`src/rtl/fifo_read_port.sv`:
```
// fifo_read_port
//
// Read-side consumer for the FIFO controller and its synchronous storage RAM.
// It issues read strobes while the FIFO is non-empty and there is room for the
// returning word. Words are captured one cycle after the strobe into a 2-entry
// output buffer, and are presented downstream on a valid/ready interface.
//
// Ports:
//   clk          single clock, rising-edge state updates
//   rst          asynchronous active-high reset
//   enable       permits new FIFO reads (level)
//   fifo_empty   FIFO empty flag from the controller
//   fifo_rdata   RAM read data, valid the cycle after read_signal
//   read_signal  read strobe to the FIFO controller (one pop per high cycle)
//   out_data     head word of the output buffer
//   out_valid    out_data is valid
//   out_ready    downstream accepts the word this cycle
//   word_count   number of words accepted downstream (wraps)
//   busy         a read is in flight or the buffer holds data
module fifo_read_port #(
    parameter int DATA_WIDTH = 8,
    parameter int CNT_WIDTH  = 16
) (
    input  logic                  clk,
    input  logic                  rst,
    input  logic                  enable,
    input  logic                  fifo_empty,
    input  logic [DATA_WIDTH-1:0] fifo_rdata,
    output logic                  read_signal,
    output logic [DATA_WIDTH-1:0] out_data,
    output logic                  out_valid,
    input  logic                  out_ready,
    output logic [CNT_WIDTH-1:0]  word_count,
    output logic                  busy
);

    logic [DATA_WIDTH-1:0] slot0_q, slot0_d;
    logic [DATA_WIDTH-1:0] slot1_q, slot1_d;
    logic [1:0]            buf_cnt_q, buf_cnt_d;
    logic                  pend_q;
    logic [CNT_WIDTH-1:0]  word_count_q, word_count_d;

    logic                  pop;
    logic [2:0]            space;
    logic [1:0]            cap_pos;

    assign out_valid = (buf_cnt_q != 2'd0);
    assign pop       = out_valid & out_ready;

    // Free entries once this cycle's pop and the in-flight word are accounted
    // for. Never negative, so the 3-bit wrap of the subtraction is harmless.
    assign space = 3'd2 - {1'b0, buf_cnt_q} - {2'b00, pend_q} + {2'b00, pop};

    // Depends on out_ready in the same cycle so a pop frees room immediately,
    // which is what allows one word per cycle with only two entries.
    assign read_signal = enable & ~fifo_empty & (space != 3'd0);

    // Position the returning word lands in, after any same-cycle shift.
    assign cap_pos = buf_cnt_q - {1'b0, pop};

    assign out_data   = slot0_q;
    assign word_count = word_count_q;
    assign busy       = pend_q | (buf_cnt_q != 2'd0);

    always_comb begin
        slot0_d      = slot0_q;
        slot1_d      = slot1_q;
        if (pop) begin
            slot0_d = slot1_q;
        end
        // A capture into position 0 overrides the shift above.
        if (pend_q) begin
            if (cap_pos == 2'd0) begin
                slot0_d = fifo_rdata;
            end else begin
                slot1_d = fifo_rdata;
            end
        end
        buf_cnt_d    = buf_cnt_q + {1'b0, pend_q} - {1'b0, pop};
        word_count_d = word_count_q + CNT_WIDTH'(pop);
    end

    always_ff @(posedge clk or posedge rst) begin
        if (rst) begin
            slot0_q      <= '0;
            slot1_q      <= '0;
            buf_cnt_q    <= 2'd0;
            pend_q       <= 1'b0;
            word_count_q <= '0;
        end else begin
            slot0_q      <= slot0_d;
            slot1_q      <= slot1_d;
            buf_cnt_q    <= buf_cnt_d;
            pend_q       <= read_signal;
            word_count_q <= word_count_d;
        end
    end

    a_buf_cnt_range: assert property (@(posedge clk) disable iff (rst) buf_cnt_q <= 2'd2);

endmodule

```
`config.mk`:
```
export PLATFORM = sky130hd
export DESIGN_NAME = fifo_read_port
export DESIGN_NICKNAME = d
export VERILOG_FILES = /design/src/rtl/fifo_read_port.sv
export SDC_FILE = /design/constraint.sdc
export NUM_CORES = 1
export LEC_CHECK = 0
export BUFFER_PORTS_ARGS = -buffer_cell sky130_fd_sc_hd__buf_2
export CAP_MARGIN = 25
export CORE_MARGIN = 8
export CORE_UTILIZATION = 30
export DETAILED_ROUTE_END_ITERATION = 6
export PLACE_DENSITY = 0.58
export SYNTH_ARGS = -nofsm -noshare
export SYNTH_HDL_FRONTEND = slang
export SYNTH_SLANG_ARGS = --single-unit
```
`constraint.sdc`:
```
create_clock -name clk -period 4.37 [get_ports clk]
set_clock_uncertainty 0.2 [all_clocks]
set_input_delay 0.437 -clock clk [delete_from_list [all_inputs] [get_ports clk]]
set_output_delay 0.437 -clock clk [all_outputs]
set_load 0.01 [all_outputs]
```
# Word level (Yosys, flattened, before mapping)
# Index checks and enable logic that the tools add are counted.
# Widths: inputs -> output; s select.
# word_totals
inputBits	13
wordCells	25
out_inout_bits	27
regBits	35
# op_classes
addsub	7
reduce_logical	4
mux	3
bitwise	6
# ops
operator	n
$mux 8	3
$add 16x1->16	1
$sub 2x1->2	2
$add 3x1->3	1
$and 1x1->1	3
$reduce_bool 3->1	1
$sub 2x2->3 const A	1
$sub 3x1->3	1
$add 2x1->2	1
$logic_not 2->1	1
$not 1->1	2
$reduce_and 2->1	1
$reduce_bool 2->1	1
$or 1x1->1	1

# Depth between registers and ports, before layout
# Gate-level depths: netlist (run 1).
# logic_depth
depth_word	6
depth_mapped	9
mapped_depth_nobuf	7

# Least setup slack after synthesis (run 1)
# No wires, ideal clock.
# synth_timing
path_kind	flip-flop to output port
from	reg buf_cnt_q[1]
to	out read_signal
stages_incl_launch_ff	9
arrival_ps	1889
path_buffers	2
slack_ps	1844
required_time_ps	3733
path_cell_list	dfrtp_1 -> buf_4 -> o21ai_4 -> buf_6 -> inv_1 -> fa_1 -> inv_1 -> ha_1 -> a21oi_1
# synth_via
elab_chain_len	5
word_cells_on_any_way	7
classes_between	3 x add/sub; 2 x bitwise; 2 x reduce/logical
# synth_rtl
element	line	text
start, declared	39	logic [1:0] buf_cnt_q, buf_cnt_d;
start signal, assigned	93	buf_cnt_q <= buf_cnt_d;
$sub 2x2->3 / $reduce_bool 2->1 (equally long branches)	52, 47	
$sub 3x1->3 / $and 1x1->1 (equally long branches)	52, 48	
$add 3x1->3 (*)	52	assign space = 3'd2 - {1'b0, buf_cnt_q} - {2'b00, pend_q} + {2'b00, pop};
$reduce_bool 3->1 (*)	56	assign read_signal = enable & ~fifo_empty & (space != 3'd0);
$and 1x1->1 (*)	56	
end, declared	29	output logic read_signal,
# Mark *: on every way between the ends. The rest lies on a longest branch, timed or not.

# Worst setup path in the final report (run 1)
# Same ends and word-level chain as after synthesis.

==> run summary, run 1 <==
CLOCK TREE
--------------------------------------------------------------------------------------------------
Clock root buffer                                                                     sky130_fd_sc_hd__clkbuf_8
Postcts setup bufs                                                                               0
Clock sink total                                                                                35
TritonCTS clock tree                                                                         built
Number of H-tree levels                                                                          2
Number of buffers between clock root and the deepest sink                                        2
Clock latency reported for the late side of the worst-skew pair                             280 ps
Clock transition time at the flip-flop clock pins of the worst setup and hold paths          70 ps
Cts bufs inserted                                                                                5
Quantity of gates resized following cts                                                          0
Hold-fix buffers at CTS                                                                          0

CRITICAL PATH
--------------------------------------------------------------------------------------------------
Crit-path slowest cell                                                                sky130_fd_sc_hd__o21ai_4
Cells traversed along the worst timing path                                           o21ai_4 > inv_1 > fa_1 > inv_1 > ha_1 > a21oi_1 > buf_2
Classification of the worst setup path                                                     reg2out
Worst path max stage delay                                                                  580 ps
Most frequent CP cell                                                                 sky130_fd_sc_hd__inv_1
Critical path buffers and inverters                                                              3
CP arrival                                                                                 2460 ps
Largest fanout on the critical path                                                             15
Startpoint class of the critical path                                                     register
Required time at the worst-slack endpoint                                                  3730 ps
Crit. End Element                                                                      output port
Top cell family by delay on the critical path                                         compound AO/OA/AOI/OAI gates

SYNTHESIS
--------------------------------------------------------------------------------------------------
Cell area after technology mapping                                                        1610 µm²
Mapped Nets                                                                                    148
Synth Area in XOR/XNOR                                                                      9.790%
Ys Warns                                                                                         0
Synth Area in Simple Gates                                                                  13.83%
Distinct cell type count of the synthesized netlist                                             27
Number of flip-flops and latches in the synthesized netlist                                     35
Main combinational cell family by area after synthesis                                simple AND/OR/NAND/NOR gates
Post-synthesis adder-cell area fraction                                                     3.574%
Compound-cell area share of the yosys netlist                                               4.817%
Mean instance size in the synthesized netlist                                            12.29 µm²
Mux share of post-synthesis cell area                                                       10.57%
Sequential fraction of the synthesis area                                                   54.39%
Post-synthesis cell count                                                                      131

PLACE
--------------------------------------------------------------------------------------------------
Worst Setup Slack post-DPL                                                                 1541 ps
Total of buffers placed on input and output ports                                               39
Placer's final routability congestion estimate                                              0.7399
Sum of net half-perimeters after detailed placement                                       2.303 mm

DIE
--------------------------------------------------------------------------------------------------
I/O pin count                                                                                   40
Total core area                                                                           5140 µm²
# rows                                                                                          26
Overall die area                                                                          7968 µm²
Die extent in x                                                                           89.27 µm
Die Y                                                                                     89.27 µm
Initial Util                                                                                31.33%

DRT
--------------------------------------------------------------------------------------------------
WL per Instance                                                                           12.50 µm
# DRC                                                                                            0
Via density per instance                                                                     4.354
Routed Antenna Nets                                                                              0
Vias after detailed routing                                                                  1,071
Iteration count of the initial detailed-routing pass                                             4
First DRT Iteration DRCs                                                                        23
Total wirelength of the detailed-routed design                                            3.076 mm

TIMING
--------------------------------------------------------------------------------------------------
Worst hold slack                                                                          47.43 ps
Worst slew pin tran                                                                       620.1 ps
Final count of pins violating max slew                                                           0
Min cycle time layout                                                                      3093 ps
Final hold vios                                                                                  0
Max Freq                                                                                 323.3 MHz
Final worst-path cycle share                                                                70.79%
Final setup TNS                                                                               0 ps
Tightest slew margin relative to the limit                                                  58.51%
Worst setup slack after layout                                                             1277 ps
Final Setup Violations                                                                           0
Setup repair after global routing missed its margin                                          false

POWER AND IR DROP
--------------------------------------------------------------------------------------------------
Switching share of total power                                                              35.29%
Internal power                                                                           0.7833 mW
P_leak                                                                                   0.9610 nW
Clock network fraction of total power                                                        20.9%
Highest ir drop seen on vdd                                                              0.2667 mV
Total power density per cell area                                                     613.0 nW/µm²
Relative contribution of sequential cells to total power                                     45.5%
Comb pwr share                                                                               33.6%
Switching power of the nets                                                              0.4271 mW

GLOBAL ROUTING
--------------------------------------------------------------------------------------------------
Pin count of the biggest net entering global routing                                            36
GRT Resource Usage Total                                                                    8.604%
Antenna violations before repair                                                                 0
Overall overflow remaining after global route                                                    0
Via count of the first global-routing pass                                                   1,175
Global-route wire length before repair                                                    5.271 mm

FINISH
--------------------------------------------------------------------------------------------------
Fraction of layout instances using a drive strength above 1                                 31.25%
Antenna cells                                                                                    0
Post-layout net count                                                                          192
Synthesis-to-layout area growth                                                             22.61%

FLOW RUN
--------------------------------------------------------------------------------------------------
Max-cap viol count                                                                               0

OUTCOME
--------------------------------------------------------------------------------------------------
Run status                                                                               completed

MIN PATH
--------------------------------------------------------------------------------------------------
Type of the worst min-delay path                                                          in2async

==> path summary, 6_finish.rpt <==
check	startpoint	to	slack (ps)	cells after the start
worst max-delay path	buf_cnt_q[1]$_DFF_PP0_	read_signal	1280	7
worst min-delay path	rst	slot1_q[6]$_DFFE_PP0P_	50	3
max in group asynchronous	rst	word_count[13]$_DFF_PP0_	3620	3
worst min register to register	word_count[15]$_DFF_PP0_	word_count[15]$_DFF_PP0_	270	1
min in group clk	fifo_rdata[3]	out_data[3]$_DFF_PP0_	180	3
worst max register to register	buf_cnt_q[1]$_DFF_PP0_	pend_q$_DFF_PP0_	2070	6
==> placed cells by master (no fill, tap or decap), drive strengths merged, types with 6 or more instances in the layout <==
| cell | n |
|---|---|
| dfrtp | 35 |
| clkbuf | 8 |
| o21ai | 10 |
| mux2i | 8 |
| nand3 | 7 |
| nand2 | 12 |
| xnor2 | 14 |
| mux2 | 8 |
| inv | 6 |
| buf | 40 |
==> cell families after synthesis <==
logic type               count (synthesis)
multiplexers                            16
XOR/XNOR                                18
AO/OA/AOI/OAI                           11
adder cells (fa/ha/maj)                  4
AND/OR/NAND/NOR                         38
buffers and inverters                    9
flip-flops                              35
==> cells in the mapped netlist <==
cell | count | area share [%]
sky130_fd_sc_hd__xor2_1 | 4 | 2.2
sky130_fd_sc_hd__nand2b_1 | 1 | 0.39
sky130_fd_sc_hd__or2_2 | 1 | 0.39
sky130_fd_sc_hd__nand3_1 | 7 | 2.2
sky130_fd_sc_hd__buf_6 | 1 | 0.70
sky130_fd_sc_hd__and2b_1 | 1 | 0.47
sky130_fd_sc_hd__nand4_1 | 3 | 1.2
sky130_fd_sc_hd__xnor2_1 | 14 | 7.6
sky130_fd_sc_hd__and3_1 | 3 | 1.2
sky130_fd_sc_hd__inv_1 | 5 | 1.2
sky130_fd_sc_hd__nor4_4 | 1 | 1.3
sky130_fd_sc_hd__nor3_2 | 2 | 1.2
sky130_fd_sc_hd__mux2_1 | 8 | 5.6
sky130_fd_sc_hd__mux2i_1 | 8 | 5.0
sky130_fd_sc_hd__o21ai_1 | 8 | 2.5
sky130_fd_sc_hd__o21ai_4 | 2 | 2.0
sky130_fd_sc_hd__dfrtp_1 | 35 | 54
sky130_fd_sc_hd__nand2_1 | 12 | 2.8
sky130_fd_sc_hd__buf_4 | 2 | 0.93
sky130_fd_sc_hd__or3_1 | 1 | 0.39
sky130_fd_sc_hd__ha_1 | 3 | 2.3
sky130_fd_sc_hd__fa_1 | 1 | 1.2
sky130_fd_sc_hd__a21oi_1 | 1 | 0.31
sky130_fd_sc_hd__nor2_1 | 4 | 0.93
sky130_fd_sc_hd__and2_1 | 1 | 0.39
sky130_fd_sc_hd__inv_2 | 1 | 0.23
sky130_fd_sc_hd__nor3_4 | 1 | 1.0
==> stage by stage <==
stage	utilization (%)	instance area [µm²]	power [mW]	std cells
after floorplan	-	1610	0.8392	131
final	38.41	1974	1.210	246
after global placement	36.47	1874	0.9673	238
after detailed placement	36.47	1874	0.9752	238
after CTS	38.41	1974	1.234	246
after global routing	38.41	1974	1.300	246
==> power groups by stage <==
stage | Clock [mW] | Sequential [mW] | Combinational, mW
3_5_place_dp | 0 | 0.557 | 0.419
3_3_place_gp | 0 | 0.557 | 0.411
2_1_floorplan | 0 | 0.555 | 0.284
5_1_grt | 0.273 | 0.569 | 0.458
4_1_cts | 0.262 | 0.553 | 0.419
6_report | 0.253 | 0.551 | 0.407
==> flip-flops by register name, indices dropped and copies added (netlist names) <==
name	flops
buf_cnt_q	2
out_data	8
pend_q	1
slot1_q	8
word_count	16
==> tightest hold or removal path: stages <==
cell and delay [ps]:
sky130_fd_sc_hd__buf_2 100, sky130_fd_sc_hd__inv_1 40, sky130_fd_sc_hd__buf_4 380
==> layer usage <==
metal	track usage, %	share of wire (%)	vias up
met5	0	0	-
met4	2.719	0.81	0
met3	3.493	8.4	5
met2	13.54	43	36
met1	10.46	48	501
li1	-	-	529
==> layout make-up <==
class	instances	area [µm²]
Sequential cell	35	875.8
Tap cell	70	87.58
Multi-Input combinational cell	87	685.7
Timing Repair Buffer	40	202.7
Fill cell	540	3166
Clock buffer	8	100.1
Inverter	6	22.52
No activity file was read; power rests on OpenSTA's default activity.
==> run 2: changes to the inputs <==
Settings changed: ABC_AREA set to 1, PLACE_DENSITY 0.58 to 0.59.
Clock period 4.37 ns to 2.6 ns, I/O delays scaled along.
==> run summary, run 2 <==
PLACE
--------------------------------------------------------------------------------------------------
Area of placed instances                                                                  2006 µm²   +7.0%
Total of buffers placed on input and output ports                                               39   unchanged
Placed cell count                                                                              316   +33%
Worst Setup Slack post-DPL                                                                188.3 ps   -1352 ps
Placer's final routability congestion estimate                                              0.7467   +0.92%
Sum of net half-perimeters after detailed placement                                       2.795 mm   +21%

SYNTHESIS
--------------------------------------------------------------------------------------------------
Mean instance size in the synthesized netlist                                            8.411 µm²   -32%
Ys Warns                                                                                         0   unchanged
Mapped Nets                                                                                    222   +50%
Dominant cell by count in the synthesized netlist                                     sky130_fd_sc_hd__nand2_1
Number of flip-flops and latches in the synthesized netlist                                     35   unchanged
Most instantiated cells after synthesis                                               sky130_fd_sc_hd__nand2_1 (60), sky130_fd_sc_hd__dfrtp_1 (35), sky130_fd_sc_hd__inv_1 (31)
Share of async-settable or async-resettable flops after synthesis                           100.0%   unchanged
Dominant cell type by area after synthesis                                            sky130_fd_sc_hd__dfrtp_1
Top flip-flop cell by instance count after synthesis                                  sky130_fd_sc_hd__dfrtp_1
Top cells by area in the synthesized netlist                                          sky130_fd_sc_hd__dfrtp_1 (51%), sky130_fd_sc_hd__nand2_1 (13%), sky130_fd_sc_hd__inv_1 (6.7%)
Cell area after technology mapping                                                        1724 µm²   +7.1%
Post-synthesis cell count                                                                      205   +56%
Sequential fraction of the synthesis area                                                   50.80%   -3.6 points
Number of enable-type register cells in the synthesized netlist                                  0   unchanged
Post-synth top area share                                                                   50.80%   -3.6 points
Distinct cell type count of the synthesized netlist                                             22   -19%

DIE
--------------------------------------------------------------------------------------------------
Die extent in x                                                                           91.81 µm   +2.9%
Total core area                                                                           5540 µm²   +7.8%
Die Y                                                                                     91.81 µm   +2.9%
# rows                                                                                          27   +3.8%
Initial Util                                                                                31.12%   -0.21 points
I/O pin count                                                                                   40   unchanged
Overall die area                                                                          8429 µm²   +5.8%

CRITICAL PATH
--------------------------------------------------------------------------------------------------
Crit. End Element                                                                      output port
Startpoint class of the critical path                                                     register
Classification of the worst setup path                                                     reg2out
Cells traversed along the worst timing path                                           inv_2 > nand2_4 > nand2_4 > inv_2 > fa_2 > inv_2 > ha_1 > or3b_4 > nand3b_1 > inv_1 > buf_2
Critical path buffers and inverters                                                              5   +2
Most frequent CP cell                                                                 sky130_fd_sc_hd__inv_2
Crit-path slowest cell                                                                sky130_fd_sc_hd__dfrtp_1
Largest fanout on the critical path                                                              2   -13
Required time at the worst-slack endpoint                                                  2140 ps   -1590 ps
CP arrival                                                                                 2040 ps   -420 ps
Top cell family by delay on the critical path                                         simple AND/OR/NAND/NOR gates
Worst path max stage delay                                                                  400 ps   -180 ps

DRT
--------------------------------------------------------------------------------------------------
WL per Instance                                                                           11.77 µm   -5.8%
Vias after detailed routing                                                                  1,422   +33%
First DRT Iteration DRCs                                                                        40   +74%
Via density per instance                                                                     4.283   -1.6%
Routed Antenna Nets                                                                              0   unchanged
Iteration count of the initial detailed-routing pass                                             4   unchanged
# DRC                                                                                            0   unchanged
Total wirelength of the detailed-routed design                                            3.909 mm   +27%

TIMING
--------------------------------------------------------------------------------------------------
Worst slew pin tran                                                                       501.7 ps   -118.4 ps
Setup repair after global routing missed its margin                                           true
Final worst-path cycle share                                                                95.98%
Final Setup Violations                                                                           0   unchanged
Final hold vios                                                                                  0   unchanged
Max Freq                                                                                 400.7 MHz
Worst setup slack after layout                                                            104.4 ps   -1172 ps
Final count of pins violating max slew                                                           0   unchanged
Tightest slew margin relative to the limit                                                  66.46%   +8.0 points
Min cycle time layout                                                                      2496 ps

CLOCK TREE
--------------------------------------------------------------------------------------------------
Clock root buffer                                                                     sky130_fd_sc_hd__clkbuf_8
Clock latency reported for the late side of the worst-skew pair                             280 ps   about the same
Clock sink total                                                                                35   unchanged
Number of H-tree levels                                                                          2   unchanged
Cts bufs inserted                                                                                5   unchanged
Number of buffers between clock root and the deepest sink                                        2   unchanged
TritonCTS clock tree                                                                         built
Clock transition time at the flip-flop clock pins of the worst setup and hold paths          70 ps   about the same

FINISH
--------------------------------------------------------------------------------------------------
Post-layout net count                                                                          276   +44%
Max FFs per register                                                                            16   unchanged
Combined flip-flop and latch cell area                                                   875.8 µm²   unchanged
Multi-input gate area                                                                    715.7 µm²   +4.4%
Finished Cell Area                                                                        2162 µm²   +9.5%
Synthesis-to-layout area growth                                                             25.40%
Fraction of layout instances using a drive strength above 1                                 26.92%   -4.3 points
Final std cells w/o fill                                                                       332   +35%
Most frequent standard cell in the layout excluding fill and tap cells                sky130_fd_sc_hd__nand2_1
Filler cell count in the final layout                                                          579   +7.2%
Commonest cells after routing, fill and taps aside                                    sky130_fd_sc_hd__nand2_1 (60), sky130_fd_sc_hd__buf_2 (39), sky130_fd_sc_hd__dfrtp_1 (35), sky130_fd_sc_hd__inv_1 (27), sky130_fd_sc_hd__nor2_1 (19)
Antenna cells                                                                                    0   unchanged

OUTCOME
--------------------------------------------------------------------------------------------------
Run status                                                                               completed

POWER AND IR DROP
--------------------------------------------------------------------------------------------------
P_leak                                                                                    1.162 nW   +21%
Post-layout power                                                                         2.091 mW   +73%
Highest ir drop seen on vdd                                                              0.3453 mV   +29%
Total power density per cell area                                                     967.0 nW/µm²   +58%

GLOBAL ROUTING
--------------------------------------------------------------------------------------------------
Global-route wire length before repair                                                    6.713 mm   +27%
Antenna violations before repair                                                                 0   unchanged
Overall overflow remaining after global route                                                    0   unchanged
Pin count of the biggest net entering global routing                                            36   unchanged
Via count of the first global-routing pass                                                   1,486   +26%
GRT Resource Usage Total                                                                    9.792%   +1.2 points

MIN PATH
--------------------------------------------------------------------------------------------------
Type of the worst min-delay path                                                            in2reg

FLOW RUN
--------------------------------------------------------------------------------------------------
Max-cap viol count                                                                               0   unchanged

[run 2: worst reg2reg max path: stages (launching register included)]
cell	delay [ps]
sky130_fd_sc_hd__dfrtp_1	370
sky130_fd_sc_hd__inv_2	60
sky130_fd_sc_hd__nand2_4	80
sky130_fd_sc_hd__buf_4	120
sky130_fd_sc_hd__nand3_1	160
sky130_fd_sc_hd__inv_1	170
sky130_fd_sc_hd__ha_1	200
sky130_fd_sc_hd__nand2_1	90
sky130_fd_sc_hd__nor2_4	140
sky130_fd_sc_hd__nand3_1	170
sky130_fd_sc_hd__nor2_1	160
sky130_fd_sc_hd__nand2_1	70
sky130_fd_sc_hd__nand2_1	60
sky130_fd_sc_hd__nand2_1	50
[run 2: power by group]
group	internal, mW	switching, mW	total (mW)
Sequential	0.734	0.123	0.857
Combinational	0.381	0.472	0.852
Clock	0.183	0.198	0.382
[run 2: metal layers]
metal	wire length (µm)	vias up	part of all wire [%]	GRT usage [%]
met5	0	-	0	0
met3	154	5	3.9	2.689
li1	-	748	-	-
met1	1748	645	45	10.85
met4	72	0	1.8	4.027
met2	1933	24	49	17.29
[run 2: logic make-up after synthesis]
family,share of synthesized area (%)
AND/OR/NAND/NOR,27.50
flip-flops,50.80
buffers and inverters,8.272
AO/OA/AOI/OAI,5.515
XOR/XNOR,4.572
adder cells (fa/ha/maj),3.338
[run 2: path summary, 6_finish.rpt]
check / depth (start not counted) / endpoint / slack (ps) / from
worst max register to register: 13 / word_count[10]$_DFF_PP0_ / 410 / buf_cnt_q[1]$_DFF_PP0_
max in group asynchronous: 4 / out_data[7]$_DFF_PP0_ / 1450 / rst
worst max-delay path: 11 / read_signal / 100 / buf_cnt_q[1]$_DFF_PP0_
worst min register to register: 2 / slot1_q[7]$_DFFE_PP0P_ / 290 / slot1_q[7]$_DFFE_PP0P_
min in group asynchronous: 4 / word_count[14]$_DFF_PP0_ / 420 / rst
worst min-delay path: 3 / pend_q$_DFF_PP0_ / 20 / fifo_empty
[run 2: through the flow]
step                      util, %  hold WS (ps)  TNS, ps
final                       39.02         15.14        0
after global routing        39.02         33.35   -17.14
after CTS                   38.75         7.115        0
after detailed placement    36.20         194.9        0
after floorplan                 -         200.8        0
after global placement      36.20         193.6        0
[run 2: what timing repair did]
action,in CTS,in global routing
endpoints found under the hold margin,35,0
pin swaps,3,1
buffers inserted,6,1
resized for setup,4,3
hold buffers,1,0
endpoints found under the setup margin,1,1
[run 2: final cells by class]
| type | instances | area share [%] |
|---|---|---|
| Inverter | 31 | 5.382 |
| Sequential cell | 35 | 40.51 |
| Clock inverter | 3 | 0.6944 |
| Tap cell | 72 | 4.167 |
| Clock buffer | 5 | 3.183 |
| Multi-Input combinational cell | 136 | 33.10 |
| Timing Repair Buffer | 50 | 12.96 |
